### config.mk
export PLATFORM = sky130hd
export DESIGN_NAME = fetch_queue
export DESIGN_NICKNAME = d
export VERILOG_FILES = /design/src/rtl/fetch_pkg.sv /design/src/rtl/fetch_fifo.sv /design/src/rtl/fetch_queue.sv
export SDC_FILE = /design/constraint.sdc
export NUM_CORES = 1
export LEC_CHECK = 0
export BUFFER_PORTS_ARGS = -buffer_cell sky130_fd_sc_hd__buf_4
export CORE_AREA = 2 2 216 218
export DETAILED_ROUTE_END_ITERATION = 16
export DIE_AREA = 0 0 218 220
export HOLD_SLACK_MARGIN = 0.02
export SLEW_MARGIN = 20
export SYNTH_ARGS = -nofsm -noshare
export SYNTH_HDL_FRONTEND = slang
export SYNTH_SLANG_ARGS = --single-unit
### constraint.sdc
create_clock -name clk -period 5.8 [get_ports clk]
set_clock_uncertainty 0.15 [all_clocks]
set_input_delay 0.29 -clock clk [delete_from_list [all_inputs] [get_ports clk]]
set_output_delay 0.29 -clock clk [all_outputs]
set_load 0.01 [all_outputs]
### src/rtl/fetch_pkg.sv
// Shared definitions for the instruction fetch queue.
//   ADDR_W_DEFAULT / DEPTH_DEFAULT : default PC width and queue depth
//   INST_W                         : instruction word width
//   fetch_state_e                  : fetch controller states
package fetch_pkg;

  localparam int ADDR_W_DEFAULT = 64;
  localparam int DEPTH_DEFAULT  = 4;
  localparam int INST_W         = 32;

  typedef enum logic [1:0] {
    ST_IDLE    = 2'd0,  // queue full, no request in flight
    ST_REQ     = 2'd1,  // presenting a request to instruction memory
    ST_WAIT    = 2'd2,  // request accepted, waiting for its response
    ST_DISCARD = 2'd3   // request accepted but made stale by a redirect
  } fetch_state_e;

endpackage

### src/rtl/fetch_fifo.sv
// Instruction queue storage: DEPTH entries of {pc, inst}.
//   clk, reset            : clock, asynchronous active-high reset
//   push, push_pc/inst    : write an entry (accepted when not full, or
//                           when a pop happens in the same cycle)
//   pop                   : drop the head entry (ignored when empty)
//   flush                 : empty the queue, wins over push and pop
//   head_valid/pc/inst    : head entry; pc/inst read as zero when empty
//   count                 : number of valid entries
module fetch_fifo
  import fetch_pkg::*;
#(
  parameter int DEPTH  = DEPTH_DEFAULT,
  parameter int ADDR_W = ADDR_W_DEFAULT
) (
  input  logic                       clk,
  input  logic                       reset,
  input  logic                       push,
  input  logic [ADDR_W-1:0]          push_pc,
  input  logic [INST_W-1:0]          push_inst,
  input  logic                       pop,
  input  logic                       flush,
  output logic                       head_valid,
  output logic [ADDR_W-1:0]          head_pc,
  output logic [INST_W-1:0]          head_inst,
  output logic [$clog2(DEPTH):0]     count
);

  localparam int PTR_W = $clog2(DEPTH);
  localparam int CNT_W = $clog2(DEPTH) + 1;
  localparam logic [CNT_W-1:0] FULL_COUNT = CNT_W'(DEPTH);

  logic [ADDR_W-1:0] pc_mem   [DEPTH];
  logic [INST_W-1:0] inst_mem [DEPTH];

  logic [PTR_W-1:0] rd_ptr_reg, rd_ptr_next;
  logic [PTR_W-1:0] wr_ptr_reg, wr_ptr_next;
  logic [CNT_W-1:0] count_reg, count_next;
  logic             pop_eff;
  logic             push_eff;

  assign pop_eff  = pop && (count_reg != '0);
  // A full queue can still take a push if the head leaves in the same cycle.
  assign push_eff = push && ((count_reg != FULL_COUNT) || pop_eff);

  always_comb begin
    rd_ptr_next = rd_ptr_reg;
    wr_ptr_next = wr_ptr_reg;
    count_next  = count_reg;
    if (flush) begin
      rd_ptr_next = '0;
      wr_ptr_next = '0;
      count_next  = '0;
    end else begin
      if (push_eff) wr_ptr_next = wr_ptr_reg + PTR_W'(1);
      if (pop_eff)  rd_ptr_next = rd_ptr_reg + PTR_W'(1);
      if (push_eff && !pop_eff)      count_next = count_reg + CNT_W'(1);
      else if (pop_eff && !push_eff) count_next = count_reg - CNT_W'(1);
    end
  end

  always_ff @(posedge clk or posedge reset) begin
    if (reset) begin
      rd_ptr_reg <= '0;
      wr_ptr_reg <= '0;
      count_reg  <= '0;
    end else begin
      rd_ptr_reg <= rd_ptr_next;
      wr_ptr_reg <= wr_ptr_next;
      count_reg  <= count_next;
    end
  end

  // Storage needs no reset: entries are only visible while count covers them.
  always_ff @(posedge clk) begin
    if (push_eff && !flush) begin
      pc_mem[wr_ptr_reg]   <= push_pc;
      inst_mem[wr_ptr_reg] <= push_inst;
    end
  end

  assign count      = count_reg;
  assign head_valid = (count_reg != '0);
  assign head_pc    = head_valid ? pc_mem[rd_ptr_reg]   : '0;
  assign head_inst  = head_valid ? inst_mem[rd_ptr_reg] : '0;

endmodule

### src/rtl/fetch_queue.sv
// Instruction fetch unit: issues one memory request at a time, buffers
// returned words with their PCs and hands them to the CPU in order.
// A redirect flushes the queue and restarts fetching at redirect_pc; a
// response belonging to a request issued before the redirect is dropped.
//   clk, reset                         : clock, asynchronous active-high reset
//   imem_req_valid/addr/ready          : request channel to instruction memory
//   imem_resp_valid/data               : response channel from memory
//   inst_valid/inst/inst_pc/inst_ready : head of queue towards the CPU
//   redirect_valid/redirect_pc         : taken branch/jump, new fetch target
module fetch_queue
  import fetch_pkg::*;
#(
  parameter int DEPTH  = DEPTH_DEFAULT,
  parameter int ADDR_W = ADDR_W_DEFAULT
) (
  input  logic              clk,
  input  logic              reset,
  output logic              imem_req_valid,
  output logic [ADDR_W-1:0] imem_req_addr,
  input  logic              imem_req_ready,
  input  logic              imem_resp_valid,
  input  logic [INST_W-1:0] imem_resp_data,
  output logic              inst_valid,
  output logic [INST_W-1:0] inst,
  output logic [ADDR_W-1:0] inst_pc,
  input  logic              inst_ready,
  input  logic              redirect_valid,
  input  logic [ADDR_W-1:0] redirect_pc
);

  localparam int CNT_W = $clog2(DEPTH) + 1;
  localparam logic [CNT_W-1:0] FULL_COUNT = CNT_W'(DEPTH);

  fetch_state_e      state_reg, state_next;
  logic [ADDR_W-1:0] fetch_pc_reg, fetch_pc_next;
  logic [CNT_W-1:0]  count;
  logic [CNT_W:0]    post_push_count;
  logic              push;
  logic              pop;

  assign pop = inst_valid && inst_ready;

  // Occupancy after this cycle's push, accounting for a simultaneous pop.
  assign post_push_count = {1'b0, count} + (CNT_W+1)'(1)
                         - {{CNT_W{1'b0}}, pop};

  always_comb begin
    state_next    = state_reg;
    fetch_pc_next = fetch_pc_reg;
    push          = 1'b0;
    case (state_reg)
      ST_IDLE: begin
        if (redirect_valid || (count < FULL_COUNT)) state_next = ST_REQ;
      end
      ST_REQ: begin
        if (redirect_valid) begin
          // An accepted request is in flight; its response is now stale.
          state_next = imem_req_ready ? ST_DISCARD : ST_REQ;
        end else if (imem_req_ready) begin
          state_next    = ST_WAIT;
          fetch_pc_next = fetch_pc_reg + ADDR_W'(4);
        end
      end
      ST_WAIT: begin
        if (redirect_valid) begin
          state_next = imem_resp_valid ? ST_REQ : ST_DISCARD;
        end else if (imem_resp_valid) begin
          push       = 1'b1;
          state_next = (post_push_count < {1'b0, FULL_COUNT}) ? ST_REQ : ST_IDLE;
        end
      end
      ST_DISCARD: begin
        if (imem_resp_valid) state_next = ST_REQ;
      end
      default: state_next = ST_IDLE;
    endcase
    if (redirect_valid) fetch_pc_next = redirect_pc;
  end

  always_ff @(posedge clk or posedge reset) begin
    if (reset) begin
      state_reg    <= ST_IDLE;
      fetch_pc_reg <= '0;
    end else begin
      state_reg    <= state_next;
      fetch_pc_reg <= fetch_pc_next;
    end
  end

  assign imem_req_valid = (state_reg == ST_REQ);
  assign imem_req_addr  = fetch_pc_reg;

  // fetch_pc was advanced on acceptance, so the pending word sits 4 below it.
  fetch_fifo #(
    .DEPTH  (DEPTH),
    .ADDR_W (ADDR_W)
  ) u_fifo (
    .clk        (clk),
    .reset      (reset),
    .push       (push),
    .push_pc    (fetch_pc_reg - ADDR_W'(4)),
    .push_inst  (imem_resp_data),
    .pop        (pop),
    .flush      (redirect_valid),
    .head_valid (inst_valid),
    .head_pc    (inst_pc),
    .head_inst  (inst),
    .count      (count)
  );

endmodule

==> impl_summary.txt <==
----------------------------------------------------
[Clocking]
  TritonCTS Buffers ... 49
  H-tree depth reported by CTS ... 2
  Sinks on the clock net ... 457
  Worst-path clk slew ... 0.06 ns
  Number of buffers inserted by post-CTS setup repair ... 0
  Root buf cell ... clkbuf_16
  Bufs on Longest Clock Path ... 3
  Later-pin clock latency in the skew report ... 0.58 ns
  TritonCTS clock tree ... built

[Die]
  Area enclosed by the die boundary ... 48000 µm²
  Initial cell density of the core ... 44.4%
  Die width ... 218 µm
  Row count ... 79
  Core footprint ... 45900 µm²
  Count of pins on the block boundary ... 264
  Height of the die ... 220 µm

[Route]
  DRC violation count after routing ... 0
  Detailed Route WL ... 51.2 mm
  Iteration count of the initial detailed-routing pass ... 5
  Wirelength per Cell ... 22.1 µm
  DR iter-0 viols ... 852
  Antenna-violating nets left ... 0
  Via count ... 12.6k
  Mean number of vias per cell ... 5.47

[Timing]
  Final hold violation count ... 0
  Final cycle utilization of the critical path ... 63.2%
  Minimum clock period ... 3.67 ns
  Worst Max-Slew Pin Slew ... 1.07 ns
  RSZ-0062 raised after global routing ... false
  Fin Setup TNS ... 0 ns
  Max Slew Vio Count ... 0
  Max-Slew Margin vs Limit ... 28.3%
  Maximum clock frequency ... 0.273 GHz
  Final worst hold slack ... 0.0746 ns
  Final setup violation count ... 0

[Power]
  PnR Total Power ... 9.14 mW
  Power density normalized to cell area ... 359 nW/µm²
  Lkg Pwr ... 8.94 nW
  Worst IR Drop VDD ... 0.000230 V

[Logic synthesis]
  Dominant cells by area after synthesis ... edfxtp_1 (57%), mux4_2 (11%), dfrtp_1 (9.0%)
  Register bit total from synthesis ... 457
  Main flop type after synthesis ... edfxtp_1
  Synth async-reset ratio ... 16.0%
  Top-count cell post-synth ... edfxtp_1
  Post-Synthesis Cells ... 1328
  Count of distinct cell types in the synthesized netlist ... 60
  Post-synth net total ... 1441
  Avg Synthesized Cell Area ... 15.3 µm²
  Sequential area share after synthesis ... 65.6%
  Warnings, synthesis ... 0
  Library cell occupying the most area in the post-synthesis netlist ... edfxtp_1
  Most used standard cells in the synthesized netlist ... edfxtp_1 (384), and2_1 (106), nand2_1 (98)
  Number of enable-type register cells in the synthesized netlist ... 384
  Proportion of netlist area held by the largest area contributor ... 56.7%
  Post-Synthesis Cell Area ... 20300 µm²

[Global routing]
  Pin count of the biggest net entering global routing ... 102
  Number of antenna violations at the first check in global routing ... 0
  First-pass GRT wire length ... 76.5 mm
  Number of global-route vias before repair ... 12.7k
  GR Overflow Total ... 0
  Met3 track utilization from global routing ... 3.44%
  Met2 Usage GRT ... 34.8%
  GR peak layer ... met2
  Overall track demand over capacity in global routing ... 21.3%
  Global-route met1 utilization ... 29.4%

[Critical path]
  WP data required ... 5.89 ns
  Capturing element type of the critical path ... register
  Critical path startpoint category ... register
  Category of the critical setup timing path ... register to register
  Worst EP arrival ... 3.76 ns
  Largest fanout on the critical path ... 60

[Finish]
  Layout Cells excl Fill ... 2313
  P&R area growth vs syn ... 25.2%
  Number of nets at the end of the flow ... 1778
  Final core utilization ... 55.6%
  Antenna diode instance count ... 0
  Largest register FFs ... 256
  Largest register by flop count ... u_fifo.pc_mem
  Proportion of layout cells with a drive suffix above 1 ... 28.8%

[Place]
  Routability Congestion ... 0.790
  Placed Cells ... 2118
  Input/output buffers ... 263
  Detailed Place HPWL ... 32.3 mm

[Flow run]
  Number of violations of the max-capacitance limit ... 0

[Hold path]
  Min-delay worst type ... primary input to async pin

[Status]
  Status ... finished, final reports clean

----------------------------------------------------
## cells by family (layout without fill, tap and decap cells)
group                    count (synthesis)  count (layout)  synth area share, %
flip-flops                             457             457                 65.6
AND/OR/NAND/NOR                        448             448                 12.9
buffers and inverters                  116             494                 2.64
multiplexers                           104             104                 11.1
XOR/XNOR                                98              98                 4.22
AO/OA/AOI/OAI                           94              94                 2.82
adder cells (fa/ha/maj)                 11              11                0.713
## worst max-delay path, stage by stage (launching register included)
cell      delay (ns)
dfrtp_1         0.41
inv_1           0.09
ha_1            0.23
nand2_1         0.13
a311oi_1        0.83
and2_4          0.91
buf_4           0.47
## what timing repair did
| item | 4_1_cts | 5_1_grt |
|---|---|---|
| gates resized for setup | 0 | 0 |
| hold endpoints to repair | 215 | 0 |
| hold buffers | 102 | 0 |
## area by class of cell
type | instances | area, µm²
repair buffers | 381 | 3170
clock inverters | 26 | 256
fillers | 3801 | 20400
inverters | 21 | 80.1
flip-flops and latches | 457 | 13400
clock buffers | 66 | 1370
multi-input cells | 755 | 6480
well taps | 607 | 759
## per-stage QoR
stage	instance area, µm²	worst slack (ns)
after global placement	22800	2.14
after detailed placement	22800	2.10
after CTS	25500	2.09
after floorplan	20300	1.49
final	25500	2.13
after global routing	25500	1.84
## placed cells by master (no fill, tap or decap), types with 4 or more instances in the layout
cell type      netlist  routed
xor2_1              46      46
nand4_1             25      25
ha_1                10      10
nand2_1             98      98
nor4_2               4       4
nor4_4               4       4
o21ai_0             47      47
and3_1              13      13
nor4_1              19      19
nand3_1             35      35
dlygate4sd3_1        0     102
or3_1               11      10
mux4_2              96      96
clkbuf_1            44      10
nor3_1              21      19
a31oi_1             18      18
clkinv_2             0      11
or4_1               15      15
dfrtp_1             73      71
mux2_2               5       5
edfxtp_1           384     384
clkbuf_8             0       6
clkinv_1             0       7
inv_1               21      20
or2_2                4       4
nor3_2               4       6
buf_4               15     275
nand4b_1             6       6
nor2_1              52      52
bufinv_16            0       4
and2_4               0       4
o31ai_1             14      14
xnor2_1             52      52
and2_1             106     102
clkbuf_16            0      50
and4_1               7       7
## power breakdown
part	total [mW]	switching, mW	leakage (nW)	internal, mW
sequential	3.89	0.195	4.33	3.70
clock	3.12	1.27	0.799	1.84
combinational	2.13	1.06	3.81	1.07
total	9.14	2.53	8.94	6.61
## final timing paths
| check | startpoint | endpoint | slack [ns] | cells past startpoint |
|---|---|---|---|---|
| worst max-delay path | state_reg[0] | u_fifo.pc_mem[1][6] | 2.13 | 6 |
| worst min-delay path | reset | imem_req_addr[24] | 0.07 | 3 |
| worst max register to register | state_reg[0] | u_fifo.pc_mem[1][6] | 2.13 | 6 |
| worst min register to register | imem_req_addr[1] | u_fifo.pc_mem[1][1] | 0.41 | 0 |
| max in group asynchronous | reset | u_fifo.rd_ptr_reg[1] | 4.19 | 4 |
| min in group clk | imem_req_ready | state_reg[1] | 0.12 | 5 |
## metal layers
metal	part of all wire, %	up-vias
met2	49	339
met4	2.4	0
met1	44	6482
met3	5.0	66
met5	0	-
li1	-	5754
Note: power is estimated with default switching activity, not from simulation.
